**config.mk**
```make
export PLATFORM = sky130hd
export DESIGN_NAME = sipo_flat
export DESIGN_NICKNAME = d
export VERILOG_FILES = /design/src/rtl/sipo_if.sv /design/src/rtl/sipo.sv /design/src/flat_wrapper.sv
export SDC_FILE = /design/constraint.sdc
export NUM_CORES = 1
export LEC_CHECK = 0
export CAP_MARGIN = 20
export CORE_ASPECT_RATIO = 1.1
export CORE_UTILIZATION = 56
export DETAILED_ROUTE_END_ITERATION = 7
export GPL_TIMING_DRIVEN = 0
export PLACE_DENSITY = 0.85
export SLEW_MARGIN = 20
export SYNTH_ARGS = -nofsm -noshare
export SYNTH_HDL_FRONTEND = slang
export SYNTH_SLANG_ARGS = --single-unit
```
**constraint.sdc**
```tcl
create_clock -name clk -period 3.3 [get_ports clk]
set_clock_uncertainty 0.05 [all_clocks]
set_input_delay 0.825 -clock clk [delete_from_list [all_inputs] [get_ports clk]]
set_output_delay 0.825 -clock clk [all_outputs]
set_load 0.1 [all_outputs]
```
**src/rtl/sipo_if.sv**
```systemverilog
// Serial-in / parallel-out handshake bundle: serial word input side and assembled vector output side.
interface sipo_if #(
    parameter int unsigned PE_NUM     = 4,
    parameter int unsigned DATA_WIDTH = 16
);
    localparam int unsigned W  = 2 * DATA_WIDTH;
    localparam int unsigned VW = PE_NUM * W;

    logic          s_in_v;
    logic [W-1:0]  s_in;
    logic          s_in_rdy;
    logic          p_out_v;
    logic [VW-1:0] p_out;
    logic          p_out_rdy;

    modport master (
        output s_in_v, s_in, p_out_rdy,
        input  s_in_rdy, p_out_v, p_out
    );

    modport slave (
        input  s_in_v, s_in, p_out_rdy,
        output s_in_rdy, p_out_v, p_out
    );
endinterface

```
**src/rtl/sipo.sv**
```systemverilog
// Collects PE_NUM serial words into one parallel vector; word 0 lands in the most significant slot.
module sipo #(
    parameter int unsigned PE_NUM     = 4,
    parameter int unsigned DATA_WIDTH = 16
) (
    input  logic  clk,
    input  logic  rst,
    input  logic  ce,
    input  logic  clr,
    sipo_if.slave bus
);
    localparam int unsigned W     = 2 * DATA_WIDTH;
    localparam int unsigned VW    = PE_NUM * W;
    localparam int unsigned BW    = (PE_NUM - 1) * W;
    localparam int unsigned CNT_W = (PE_NUM > 1) ? $clog2(PE_NUM) : 1;
    localparam logic [CNT_W-1:0] LAST = CNT_W'(PE_NUM - 1);

    logic [CNT_W-1:0] cnt, cnt_nxt, slot_c;
    logic [BW-1:0]    buf_q, buf_nxt;
    logic [VW-1:0]    p_out_q, p_out_nxt;
    logic             p_out_v_q, p_out_v_nxt;
    logic             rdy_c, accept_c, complete_c;

    // Accept/complete decode and next-state for counter, buffer and output register
    always_comb begin
        slot_c      = clr ? '0 : cnt;
        rdy_c       = !((cnt == LAST) && p_out_v_q && !bus.p_out_rdy);
        accept_c    = ce && bus.s_in_v && rdy_c;
        complete_c  = accept_c && (slot_c == LAST);
        cnt_nxt     = cnt;
        buf_nxt     = buf_q;
        p_out_nxt   = p_out_q;
        p_out_v_nxt = p_out_v_q;
        if (ce) begin
            if (clr) begin
                cnt_nxt = '0;
            end
            if (p_out_v_q && bus.p_out_rdy) begin
                p_out_v_nxt = 1'b0;
            end
            if (complete_c) begin
                cnt_nxt     = '0;
                p_out_nxt   = {buf_q, bus.s_in};
                p_out_v_nxt = 1'b1;
            end else if (accept_c) begin
                cnt_nxt = slot_c + CNT_W'(1);
                for (int unsigned k = 0; k < PE_NUM - 1; k++) begin
                    if (slot_c == CNT_W'(k)) begin
                        buf_nxt[BW - (k + 1) * W +: W] = bus.s_in;
                    end
                end
            end
        end
    end

    always_ff @(posedge clk or negedge rst) begin
        if (!rst) begin
            cnt       <= '0;
            buf_q     <= '0;
            p_out_q   <= '0;
            p_out_v_q <= 1'b0;
        end else begin
            cnt       <= cnt_nxt;
            buf_q     <= buf_nxt;
            p_out_q   <= p_out_nxt;
            p_out_v_q <= p_out_v_nxt;
        end
    end

    // Ready is combinational so a drain and a refill can share an edge
    assign bus.s_in_rdy = rdy_c;
    assign bus.p_out_v  = p_out_v_q;
    assign bus.p_out    = p_out_q;
endmodule

```
**src/flat_wrapper.sv**
```systemverilog
// flat-port wrapper written by rule: the top's interface ports become plain ports
module sipo_flat 
#(
    parameter int unsigned PE_NUM     = 4,
    parameter int unsigned DATA_WIDTH = 16
)
  (clk, rst, ce, clr, bus_s_in_v, bus_s_in, bus_p_out_rdy, bus_s_in_rdy, bus_p_out_v, bus_p_out);
  sipo_if #(.PE_NUM(PE_NUM), .DATA_WIDTH(DATA_WIDTH)) bus_i ();
  input  logic clk;
  input  logic rst;
  input  logic ce;
  input  logic clr;
  input wire logic [$bits(bus_i.s_in_v)-1:0] bus_s_in_v;
  input wire logic [$bits(bus_i.s_in)-1:0] bus_s_in;
  input wire logic [$bits(bus_i.p_out_rdy)-1:0] bus_p_out_rdy;
  output wire logic [$bits(bus_i.s_in_rdy)-1:0] bus_s_in_rdy;
  output wire logic [$bits(bus_i.p_out_v)-1:0] bus_p_out_v;
  output wire logic [$bits(bus_i.p_out)-1:0] bus_p_out;
  assign bus_i.s_in_v = bus_s_in_v;
  assign bus_i.s_in = bus_s_in;
  assign bus_i.p_out_rdy = bus_p_out_rdy;
  assign bus_s_in_rdy = bus_i.s_in_rdy;
  assign bus_p_out_v = bus_i.p_out_v;
  assign bus_p_out = bus_i.p_out;
  sipo #(.PE_NUM(PE_NUM), .DATA_WIDTH(DATA_WIDTH)) u_core (.clk(clk), .rst(rst), .ce(ce), .clr(clr), .bus(bus_i));
endmodule
```
==> results.yml <==
route:
  wl_per_cell_um: 20.22
  via_count: 4872
  vias_per_cell: 5.377
  drt_iter0_drc: 259
  drtAntennaViolNets: 0
  firstDrtPassIters: 4
  route.detailed.drc: 0
  wirelength_um: 18320
cells_and_area:
  drive_gt1_frac: 0.4014
  fill_cells: 887
  stdcell_count: 906
  multiInputGateArea_mm2: 0.002736
  layout_commonest_cell: "dfrtp_1"
  final_area_mm2: 0.01145
  final_core_util: 0.7578
  nets: 736
  syn_to_final_growth_pct: 31.81
  antenna_cells: 0
  final_cell_mix: "dfrtp_1 (227), mux2_2 (213), clkdlybuf4s50_1 (165), clkbuf_16 (23), buf_6 (20)"
  layout.area.seq_mm2: 0.005680
placement:
  place_ws_ps: -432.5
  dpl-instance-area_mm2: 0.01067
  place.gp.congestion: 0.7838
  io_buffers: 167
  placed_cells: 866
  dp_hpwl_um: 12360
hold_path:
  hp-class: "in2async"
cts:
  clockBufferDepth: 3
  clock_sinks: 227
  insertion_delay_ps: 500
  cts_buffers: 22
  cts_tree: "built"
  clock-root-buffer: "clkbuf_16"
  path_clk_slew_ps: 60
  htreeDepth: 1
  postCtsHoldBufs: 0
floorplan:
  start_util: 0.5749
  core_area_mm2: 0.01511
  row_count: 47
  ios: 168
  dieArea_mm2: 0.01602
  die_h_um: 132.6
  fp.dieW_um: 120.8
global_route:
  grt_pass1_wl_um: 29820
  grt_max_degree: 103
  antenna_found_initial: 0
  grt_pass1_vias: 5468
  gr-usage-all-layers: 0.2418
  grt_overflow: 0
worst_setup_path:
  critical-path-top-delay-family: "buffers and inverters"
  crit_path_max_incr_delay_ps: 550
  cp_max_fo: 7
  cp_slowest_cell: "clkdlybuf4s15_2"
  start_kind: "input port"
  worst-setup-path-type: "in2out"
  worst-path-buf-inv: 4
  path_cells: "clkdlybuf4s50_1, and4b_1, buf_6, inv_1, clkdlybuf4s15_2"
  arrival_ps: 2270
  end_kind: "output port"
  cp.required_ps: 2420
timing:
  worst_pin_slew_ps: 1022
  slew_headroom: 0.3163
  max_freq_ghz: 0.3182
  period_needed_ps: 3142
  grt_setup_unrepaired: "no"
  fin_ws_ps: 157.5
  slew_viol_final: 0
  finalCritPeriodShare: 0.9523
  hold_viol_final: 0
  finalSetupViolCount: 0
power_and_ir_drop:
  internal-power_uw: 5502
  leakagePower_uw: 0.005343
  peakVddDrop_v: 0.0005494
  power_density_mw_per_mm2: 689.0
  power_frac_comb: 0.213
  switching_share: 0.3028
  clkPwrFrac: 0.340
  p_sw_uw: 2389
  p_seq_frac: 0.447
yosys:
  yosysTopAreaCell: "dfrtp_1"
  synth.avg_cell_area_um2: 17.34
  ys_warn_count: 0
  synth_nets: 543
  ys_ff_latch: 227
  ys_types: 18
  syn_inst: 501
  synth.top_cell.area_share: 0.6538
  ys_top_cells_by_area: "dfrtp_1 (65%), mux2_2 (28%), buf_6 (2.6%), mux2_1 (1.4%), nor4b_4 (0.82%)"
  ys_seq_area_frac: 0.6538
  syn_area_mm2: 0.008688
job:
  cap_viol_max_count: 0
outcome:
  status: "complete, no violations"
## cell usage after synthesis
library cell and count:
a32o_1 1, and4b_1 1, buf_2 1, buf_4 4
buf_6 20, dfrtp_1 227, ha_1 4, inv_1 3
mux2_1 11, mux2_2 213, nand2_1 6, nand2b_1 2
nor2_1 1, nor3b_2 1, nor4b_4 3, o22ai_1 1
or3_1 1, xnor2_1 1
## through the flow
stage                     hold slack, ps  total power, µW  setup TNS (ps)
after floorplan                    402.2             4736               0
final                              115.5             7891               0
after CTS                          110.8             7948               0
after global placement             413.8             5162        -1661810
after detailed placement           424.2             5260          -432.5
after global routing               114.7             8176               0
## worst reg2reg max path: cells and delay by family (launching register included)
kind,cells,cell delay (ps)
simple gates,2,670
buf+inv,3,510
mux,1,360
fa+ha+maj,1,190
flops,1,400
## repair_timing
item                                    CTS  global route
buffers inserted                          0             0
endpoints found under the setup margin    1             0
gates resized for setup                   3             0
## cell type report
class,count,share of cell area
plain buffers,25,0.02272
clock buffers,26,0.05299
clock inverters,14,0.01562
inverters,3,0.0009833
multi-input cells,246,0.2389
flip-flops and latches,227,0.4960
well taps,196,0.02141
repair buffers,169,0.1513
## flip-flops by register name (all words and copies together), names as in the netlist
signal and flops:
u_core.bus.p_out_v 1, u_core.bus.p_out 128, u_core.cnt 2, u_core.buf_q 96
## power groups by stage
stage	Combinational, µW	Clock, µW	Sequential (µW)
6_report	1680	2680	3530
5_1_grt	1760	2830	3580
4_1_cts	1700	2720	3530
3_5_place_dp	1690	0	3570
3_3_place_gp	1630	0	3530
2_1_floorplan	489	0	4250
## kinds of logic after synthesis
| group | share of synthesized area |
|---|---|
| buf+inv | 0.03125 |
| mux | 0.2903 |
| fa+ha+maj | 0.005761 |
| simple gates | 0.01598 |
| compound gates | 0.001873 |
| xor+xnor | 0.001008 |
| flops | 0.6538 |
## metal layers
metal	up-vias	global-route usage	share of wire
li1	2152	-	-
met1	2567	0.3086	0.41
met2	122	0.4176	0.52
met3	31	0.04655	0.047
met4	0	0.07545	0.022
met5	-	0	0
## worst paths after layout
check                                        startpoint                               end  slack [ps]  depth (start not counted)
setup reg to reg              u_core.cnt[0]$_DFFE_PN0P_      u_core.buf_q[21]$_DFFE_PN0P_         990                          7
setup / recovery                          bus_p_out_rdy                      bus_s_in_rdy         160                          5
max in group asynchronous                           rst      u_core.buf_q[17]$_DFFE_PN0P_        2330                          2
min in group clk           u_core.buf_q[81]$_DFFE_PN0P_      u_core.buf_q[81]$_DFFE_PN0P_         430                          1
hold / removal                                      rst  u_core.bus.p_out[99]$_DFFE_PN0P_         120                          1
hold reg to reg            u_core.buf_q[81]$_DFFE_PN0P_      u_core.buf_q[81]$_DFFE_PN0P_         430                          1
No activity file was read; power rests on OpenSTA's default activity.
